### src/rtl/ether_rx_ctrl.sv
// RMII receive controller: assembles dibits into bytes, filters on destination
// address, forwards payload bytes and reports a per-frame verdict with counters.
module ether_rx_ctrl #(
  parameter logic [47:0] MAC_ADDR = 48'h69_69_5A_06_54_91,
  parameter int          MIN_LEN  = 64,
  parameter int          MAX_LEN  = 1518
) (
  input  logic        clk,
  input  logic        rst_n,
  input  logic        en,
  input  logic        axiiv,
  input  logic [1:0]  axiid,
  output logic        axiov,
  output logic [7:0]  axiod,
  output logic        frame_done,
  output logic        frame_ok,
  output logic [10:0] frame_len,
  output logic [15:0] ok_cnt,
  output logic [15:0] drop_cnt
);

  // Handshake: axiov/axiod and frame_done are single-cycle strobes with no
  // back-pressure; the consumer must take them in the cycle they are high.

  typedef enum logic [2:0] {IDLE, ADDR, PASS, SKIP, DONE} state_t;

  localparam logic [10:0] MIN_L = 11'(MIN_LEN);
  localparam logic [10:0] MAX_L = 11'(MAX_LEN);

  state_t      state_q, state_d;
  logic        armed_q, armed_d;
  logic        bad_q, bad_d;
  logic [1:0]  dibit_q, dibit_d;
  logic [10:0] byte_cnt_q, byte_cnt_d;
  logic [7:0]  sr_q, sr_d;
  logic        mac_hit_q, mac_hit_d;
  logic        bc_hit_q, bc_hit_d;
  logic        axiov_q, axiov_d;
  logic [7:0]  axiod_q, axiod_d;
  logic        frame_done_q, frame_done_d;
  logic        frame_ok_q, frame_ok_d;
  logic [10:0] frame_len_q, frame_len_d;
  logic [15:0] ok_cnt_q, ok_cnt_d;
  logic [15:0] drop_cnt_q, drop_cnt_d;

  logic [7:0]  byte_now;
  logic [10:0] byte_cnt_inc;
  logic [7:0]  mac_byte;
  logic        verdict_ok;

  assign byte_now     = {axiid, sr_q[7:2]};
  assign byte_cnt_inc = (byte_cnt_q == 11'h7FF) ? byte_cnt_q : byte_cnt_q + 11'd1;
  assign verdict_ok   = (dibit_q == 2'd0) && (byte_cnt_q >= MIN_L) &&
                        (byte_cnt_q <= MAX_L) && !bad_q;

  always_comb begin
    case (byte_cnt_q[2:0])
      3'd0:    mac_byte = MAC_ADDR[47:40];
      3'd1:    mac_byte = MAC_ADDR[39:32];
      3'd2:    mac_byte = MAC_ADDR[31:24];
      3'd3:    mac_byte = MAC_ADDR[23:16];
      3'd4:    mac_byte = MAC_ADDR[15:8];
      default: mac_byte = MAC_ADDR[7:0];
    endcase
  end

  always_comb begin
    state_d      = state_q;
    armed_d      = armed_q | ~axiiv;
    bad_d        = bad_q;
    dibit_d      = dibit_q;
    byte_cnt_d   = byte_cnt_q;
    sr_d         = sr_q;
    mac_hit_d    = mac_hit_q;
    bc_hit_d     = bc_hit_q;
    axiov_d      = 1'b0;
    axiod_d      = axiod_q;
    frame_done_d = 1'b0;
    frame_ok_d   = frame_ok_q;
    frame_len_d  = frame_len_q;
    ok_cnt_d     = ok_cnt_q;
    drop_cnt_d   = drop_cnt_q;

    // Byte assembly runs identically in every in-frame state.
    if (axiiv && (state_q == ADDR || state_q == PASS || state_q == SKIP)) begin
      sr_d    = byte_now;
      dibit_d = dibit_q + 2'd1;
      if (dibit_q == 2'd3) byte_cnt_d = byte_cnt_inc;
    end

    case (state_q)
      IDLE: begin
        if (axiiv) begin
          if (en && armed_q) begin
            state_d    = ADDR;
            sr_d       = byte_now;
            dibit_d    = 2'd1;
            byte_cnt_d = 11'd0;
            bad_d      = 1'b0;
            mac_hit_d  = 1'b1;
            bc_hit_d   = 1'b1;
          end else begin
            state_d = SKIP;
            bad_d   = 1'b0;
          end
        end
      end
      ADDR: begin
        if (!axiiv) begin
          state_d = IDLE;
        end else if (dibit_q == 2'd3) begin
          mac_hit_d = mac_hit_q && (byte_now == mac_byte);
          bc_hit_d  = bc_hit_q && (byte_now == 8'hFF);
          if (byte_cnt_q == 11'd5) begin
            state_d = (mac_hit_d || bc_hit_d) ? PASS : SKIP;
            bad_d   = 1'b0;
          end
        end
      end
      PASS: begin
        if (!axiiv) begin
          state_d = DONE;
        end else if (dibit_q == 2'd3) begin
          if (byte_cnt_inc > MAX_L) begin
            state_d = SKIP;
            bad_d   = 1'b1;
          end else begin
            axiov_d = 1'b1;
            axiod_d = byte_now;
          end
        end
      end
      SKIP: begin
        if (!axiiv) state_d = bad_q ? DONE : IDLE;
      end
      DONE: begin
        state_d = axiiv ? SKIP : IDLE;
        bad_d   = 1'b0;
      end
      default: state_d = IDLE;
    endcase

    // Verdict registers load on the edge into DONE so they are visible with frame_done.
    if (state_d == DONE && state_q != DONE) begin
      frame_done_d = 1'b1;
      frame_len_d  = byte_cnt_q;
      frame_ok_d   = verdict_ok;
      if (verdict_ok) begin
        if (ok_cnt_q != 16'hFFFF) ok_cnt_d = ok_cnt_q + 16'd1;
      end else begin
        if (drop_cnt_q != 16'hFFFF) drop_cnt_d = drop_cnt_q + 16'd1;
      end
    end
  end

  always_ff @(posedge clk or negedge rst_n) begin
    if (!rst_n) begin
      state_q      <= IDLE;
      armed_q      <= 1'b0;
      bad_q        <= 1'b0;
      dibit_q      <= 2'd0;
      byte_cnt_q   <= 11'd0;
      sr_q         <= 8'd0;
      mac_hit_q    <= 1'b0;
      bc_hit_q     <= 1'b0;
      axiov_q      <= 1'b0;
      axiod_q      <= 8'd0;
      frame_done_q <= 1'b0;
      frame_ok_q   <= 1'b0;
      frame_len_q  <= 11'd0;
      ok_cnt_q     <= 16'd0;
      drop_cnt_q   <= 16'd0;
    end else begin
      state_q      <= state_d;
      armed_q      <= armed_d;
      bad_q        <= bad_d;
      dibit_q      <= dibit_d;
      byte_cnt_q   <= byte_cnt_d;
      sr_q         <= sr_d;
      mac_hit_q    <= mac_hit_d;
      bc_hit_q     <= bc_hit_d;
      axiov_q      <= axiov_d;
      axiod_q      <= axiod_d;
      frame_done_q <= frame_done_d;
      frame_ok_q   <= frame_ok_d;
      frame_len_q  <= frame_len_d;
      ok_cnt_q     <= ok_cnt_d;
      drop_cnt_q   <= drop_cnt_d;
    end
  end

  assign axiov      = axiov_q;
  assign axiod      = axiod_q;
  assign frame_done = frame_done_q;
  assign frame_ok   = frame_ok_q;
  assign frame_len  = frame_len_q;
  assign ok_cnt     = ok_cnt_q;
  assign drop_cnt   = drop_cnt_q;

endmodule
### config.mk
export PLATFORM = sky130hd
export DESIGN_NAME = ether_rx_ctrl
export DESIGN_NICKNAME = d
export VERILOG_FILES = /design/src/rtl/ether_rx_ctrl.sv
export SDC_FILE = /design/constraint.sdc
export NUM_CORES = 1
export LEC_CHECK = 0
export ABC_AREA = 0
export CAP_MARGIN = 20
export CORE_MARGIN = 2
export CORE_UTILIZATION = 38
export CTS_BUF_LIST = sky130_fd_sc_hd__clkbuf_16
export DETAILED_ROUTE_END_ITERATION = 10
export PLACE_DENSITY = 0.67
export SETUP_SLACK_MARGIN = 0.02
export SLEW_MARGIN = 20
export SYNTH_ARGS = -nofsm -noshare
export SYNTH_HDL_FRONTEND = slang
export SYNTH_SLANG_ARGS = --single-unit
### constraint.sdc
create_clock -name clk -period 4 [get_ports clk]
set_clock_uncertainty 0.05 [all_clocks]
set_input_delay 0.8 -clock clk [delete_from_list [all_inputs] [get_ports clk]]
set_output_delay 0.8 -clock clk [all_outputs]
set_load 0.005 [all_outputs]
==> results.txt <==
The placement row count is 38. Pin placement for this block handled 60 I/O pins. The number of buffer and inverter instances along the worst setup path is 1.

The final instance area is 5140 µm². The via count of the first global-routing pass is just under 3k. The power per unit of standard cell area is 433 nW/µm². The total CTS buffers is 9.

The worst path setup slack after routing came out at 1.32 ns. At the end of the flow, the number of nets in the layout was around 450. The antenna diode count came out at 0.

The analysis attributes to cell leakage a power of 2.30 nW. The share of synthesized flip-flops with an asynchronous set or reset came out at 100%. The global placer's final weighted congestion is about 0.83. The count of final max-slew check failures is 0. The most numerous cell in the Yosys netlist is sky130_fd_sc_hd__dfrtp_1. Setup repair after global routing left no endpoint under its margin.

The peak fanout along the critical path came out at 16. The count of flip-flops with a built-in enable after synthesis is 0. The worst path arrival time is 2.87 ns. The register-to-register setup slack is between 1 and 1.5 ns. For hold timing, the worst endpoint is bc_hit_q. The first global-routing pass estimated 14,400 µm of wire. The register bit count reported by yosys is 80.

The number of distinct library cell variants in the gate-level netlist after synthesis came out at 62. The kind of start point of the critical path is an input port. The starting density of the core came out at 39.1%.

The filler cells instantiated in the layout total 1,014. In this run the worst hold path is classified as reg2reg. The endpoint kind of the worst setup timing path is a flop.

Counting instances, the worst hold path has a depth of 1. The total standard cell area after synthesis is 4240 µm². In the synthesized netlist the dominant register cell turns out to be sky130_fd_sc_hd__dfrtp_1.

Summed over all instances, the cell type with the most area after synthesis is sky130_fd_sc_hd__dfrtp_1. The register area share after synthesis is between 40% and 50%. When the netlist entered floorplanning its net count stood at 403. The startpoint identified for the worst hold timing path is bc_hit_q. TritonCTS built the clock tree. The wire length per cell came out at 14.7 µm. The post-synthesis area per instance is between 10 and 15 µm². The count of buffers added on input and output ports is 59. The startpoint of the lowest-slack register-to-register path is byte_cnt_q[1]. The slew at the pin closest to its max-slew limit is 0.730 ns. The portion of the clock cycle consumed by the worst path in the final layout came out at 66.9%.

The cell with the largest stage delay on the worst path is sky130_fd_sc_hd__or3_1. The critical register-to-register path endpoint is axiod[3]. The required time at the worst-slack endpoint came out at 4.20 ns. Gates resized during post-CTS repair numbered 0. The critical path start-end classification is in2reg. The number of antenna violations at the first check in global routing came out at 0. The first detailed-routing pass took 4 iterations. The area growth from synthesis to layout is 21.2%. Ranked by total cell area, the synthesized netlist is headed by sky130_fd_sc_hd__dfrtp_1, sky130_fd_sc_hd__mux2_2, sky130_fd_sc_hd__xnor2_1. The kind of cell with the highest combined delay along the critical path is simple AND/OR/NAND/NOR gates. The number of DRC markers in iteration 0 is roughly 250. After detailed routing, the number of vias per cell comes to 5.21. The cell sitting at the root of the clock tree is a sky130_fd_sc_hd__clkbuf_16. Walking the worst path, the cells encountered are clkdlybuf4s50_1, nor2_1, nand3_2, or3_1, nor4_2, xor2_1. The height of the die came out at between 100 and 150 µm. The flow ran to the end, and the final reports show no timing, DRC or antenna violations.

The worst-case vdd ir drop is 0.185 mV. The cell area after placement is 4880 µm². The final cell count without fillers came out at 585. The overall routing resource usage is 15.5%. In the routed design, unresolved DRC markers number 0. The number of sinks on the clock net came out at 80.

By count the netlist is led by sky130_fd_sc_hd__dfrtp_1, sky130_fd_sc_hd__nor2_1, sky130_fd_sc_hd__nand2_1, sky130_fd_sc_hd__xnor2_1, sky130_fd_sc_hd__mux2_2. Entering global routing, the biggest net connects 81 pins. The routed layout has 3,046 vias. The level count of the clock H-tree came out at 3. The area enclosed by the die boundary is 12,000 µm². The worst slack after detailed placement came out at approximately 0.93 ns. The share of Yosys cell area claimed by the top area cell type is 47.2%.

Overall power consumption after layout is estimated at 2.23 mW. For this run, the number of Yosys warnings is 0. After clock tree synthesis, the setup repair step added 0 buffers. The clock period minus final worst setup slack came out at 2.68 ns. The delay of the slowest cell on the worst path came out at 0.71 ns.

Synthesis handed over a netlist of 389 instances. The buffer levels on the longest clock path came out at 2. Setup violations remaining at the end of the flow were counted as 0. The count of final hold-check violations came out at 0.

The total routed wirelength came out at 8600 µm. The maximum operating frequency is 374 MHz. The number of nets still failing antenna checks after routing is 0.

The setup TNS came out at 0 ns. The later pin in the worst-skew pair is clocked with a latency of around 0.33 ns. In this run the horizontal extent of the chip is 110 µm. The ratio of cells with drive above 1 in the final layout is 15.1%. The number of max-capacitance violations reported is 0.

In this run the standard cell core region covers 10,800 µm². The number of cells in the design after placement came out at 569. The number of buffers inserted by hold repair at cts is 0. Clock-pin slew was measured on the worst setup and hold paths at 0.06 ns.

The final HPWL from detailed placement came out at 5970 µm. The total overflow left after global routing is 0. The depth of the worst register-to-register path is 6. The relative slew slack is around half.
logic make-up after synthesis:
family / Yosys count / share of synthesized area, %
XOR/XNOR: 36 / 7.44
flip-flops: 80 / 47.2
buffers and inverters: 36 / 4.63
multiplexers: 29 / 8.29
AND/OR/NAND/NOR: 147 / 21.0
adder cells (fa/ha/maj): 8 / 2.36
AO/OA/AOI/OAI: 53 / 9.06
metrics by stage:
step / util (%) / hold WS (ns)
after global routing: 47.4 / 0.445
after detailed placement: 45.0 / 0.407
after CTS: 47.4 / 0.424
after floorplan: - / 0.385
after global placement: 45.0 / 0.403
final: 47.4 / 0.422
registers in the layout, summed over array words and instances, names as in the netlist:
| name | flops |
|---|---|
| frame_len | 11 |
| drop_cnt | 16 |
| bad_q | 1 |
| axiov | 1 |
| sr_q | 6 |
| bc_hit_q | 1 |
| byte_cnt_q | 11 |
| armed_q | 1 |
| frame_ok | 1 |
| dibit_q | 2 |
| state_q | 3 |
| mac_hit_q | 1 |
| axiod | 8 |
| frame_done | 1 |
| ok_cnt | 16 |
how the worst max path moves through the flow:
stage / endpoint / cells past startpoint / slack, ns / from
after detailed placement: drop_cnt[14] / 6 / 0.93 / axiiv
after CTS: drop_cnt[14] / 6 / 1.28 / axiiv
final: drop_cnt[14] / 6 / 1.32 / axiiv
after global routing: axiod[7] / 6 / 1.13 / byte_cnt_q[1]
after global placement: drop_cnt[9] / 6 / 0.97 / axiiv
after floorplan: drop_cnt[15] / 7 / 1.77 / axiiv
per-layer routing:
layer  routed length, µm  vias up  global-route usage, %
met5                   0        -                      0
met4                 173        0                   6.24
met3                 357       15                   3.85
met2                3990       64                   24.3
met1                4080     1491                   20.7
li1                    -     1476                      -
where the power goes:
part / switching [mW] / leakage (nW) / internal, mW
clock network: 0.305 / 0.138 / 0.408
registers: 0.126 / 1.05 / 0.910
logic: 0.204 / 1.12 / 0.274
total: 0.635 / 2.30 / 1.59
area by class of cell:
class | instances | area (µm²) | share of cell area [%]
Clock buffer | 9 | 225 | 4.38
Clock inverter | 7 | 32.5 | 0.633
Inverter | 15 | 56.3 | 1.10
Multi-Input combinational cell | 273 | 2040 | 39.7
Sequential cell | 80 | 2000 | 38.9
Tap cell | 140 | 175 | 3.41
Timing Repair Buffer | 61 | 607 | 11.8
placed cells by master, fill, tap and decap left out, drive strengths merged, types with 4 or more instances in the layout:
master | synthesis | layout
dfrtp | 80 | 80
clkdlybuf4s50 | 0 | 58
nor2 | 30 | 30
nand2 | 27 | 27
mux2 | 25 | 25
xnor2 | 21 | 21
inv | 15 | 18
a21oi | 17 | 17
xor2 | 15 | 15
nor3 | 15 | 15
nand3 | 14 | 14
nand4 | 13 | 13
clkbuf | 7 | 9
ha | 8 | 8
o21ai | 8 | 8
and3 | 7 | 7
and4 | 7 | 7
nand2b | 5 | 5
nor2b | 5 | 5
a31oi | 5 | 5
nor4 | 5 | 5
mux2i | 4 | 4
nand3b | 4 | 4
clkinv | 0 | 4
(Power assumes the default switching activity.)
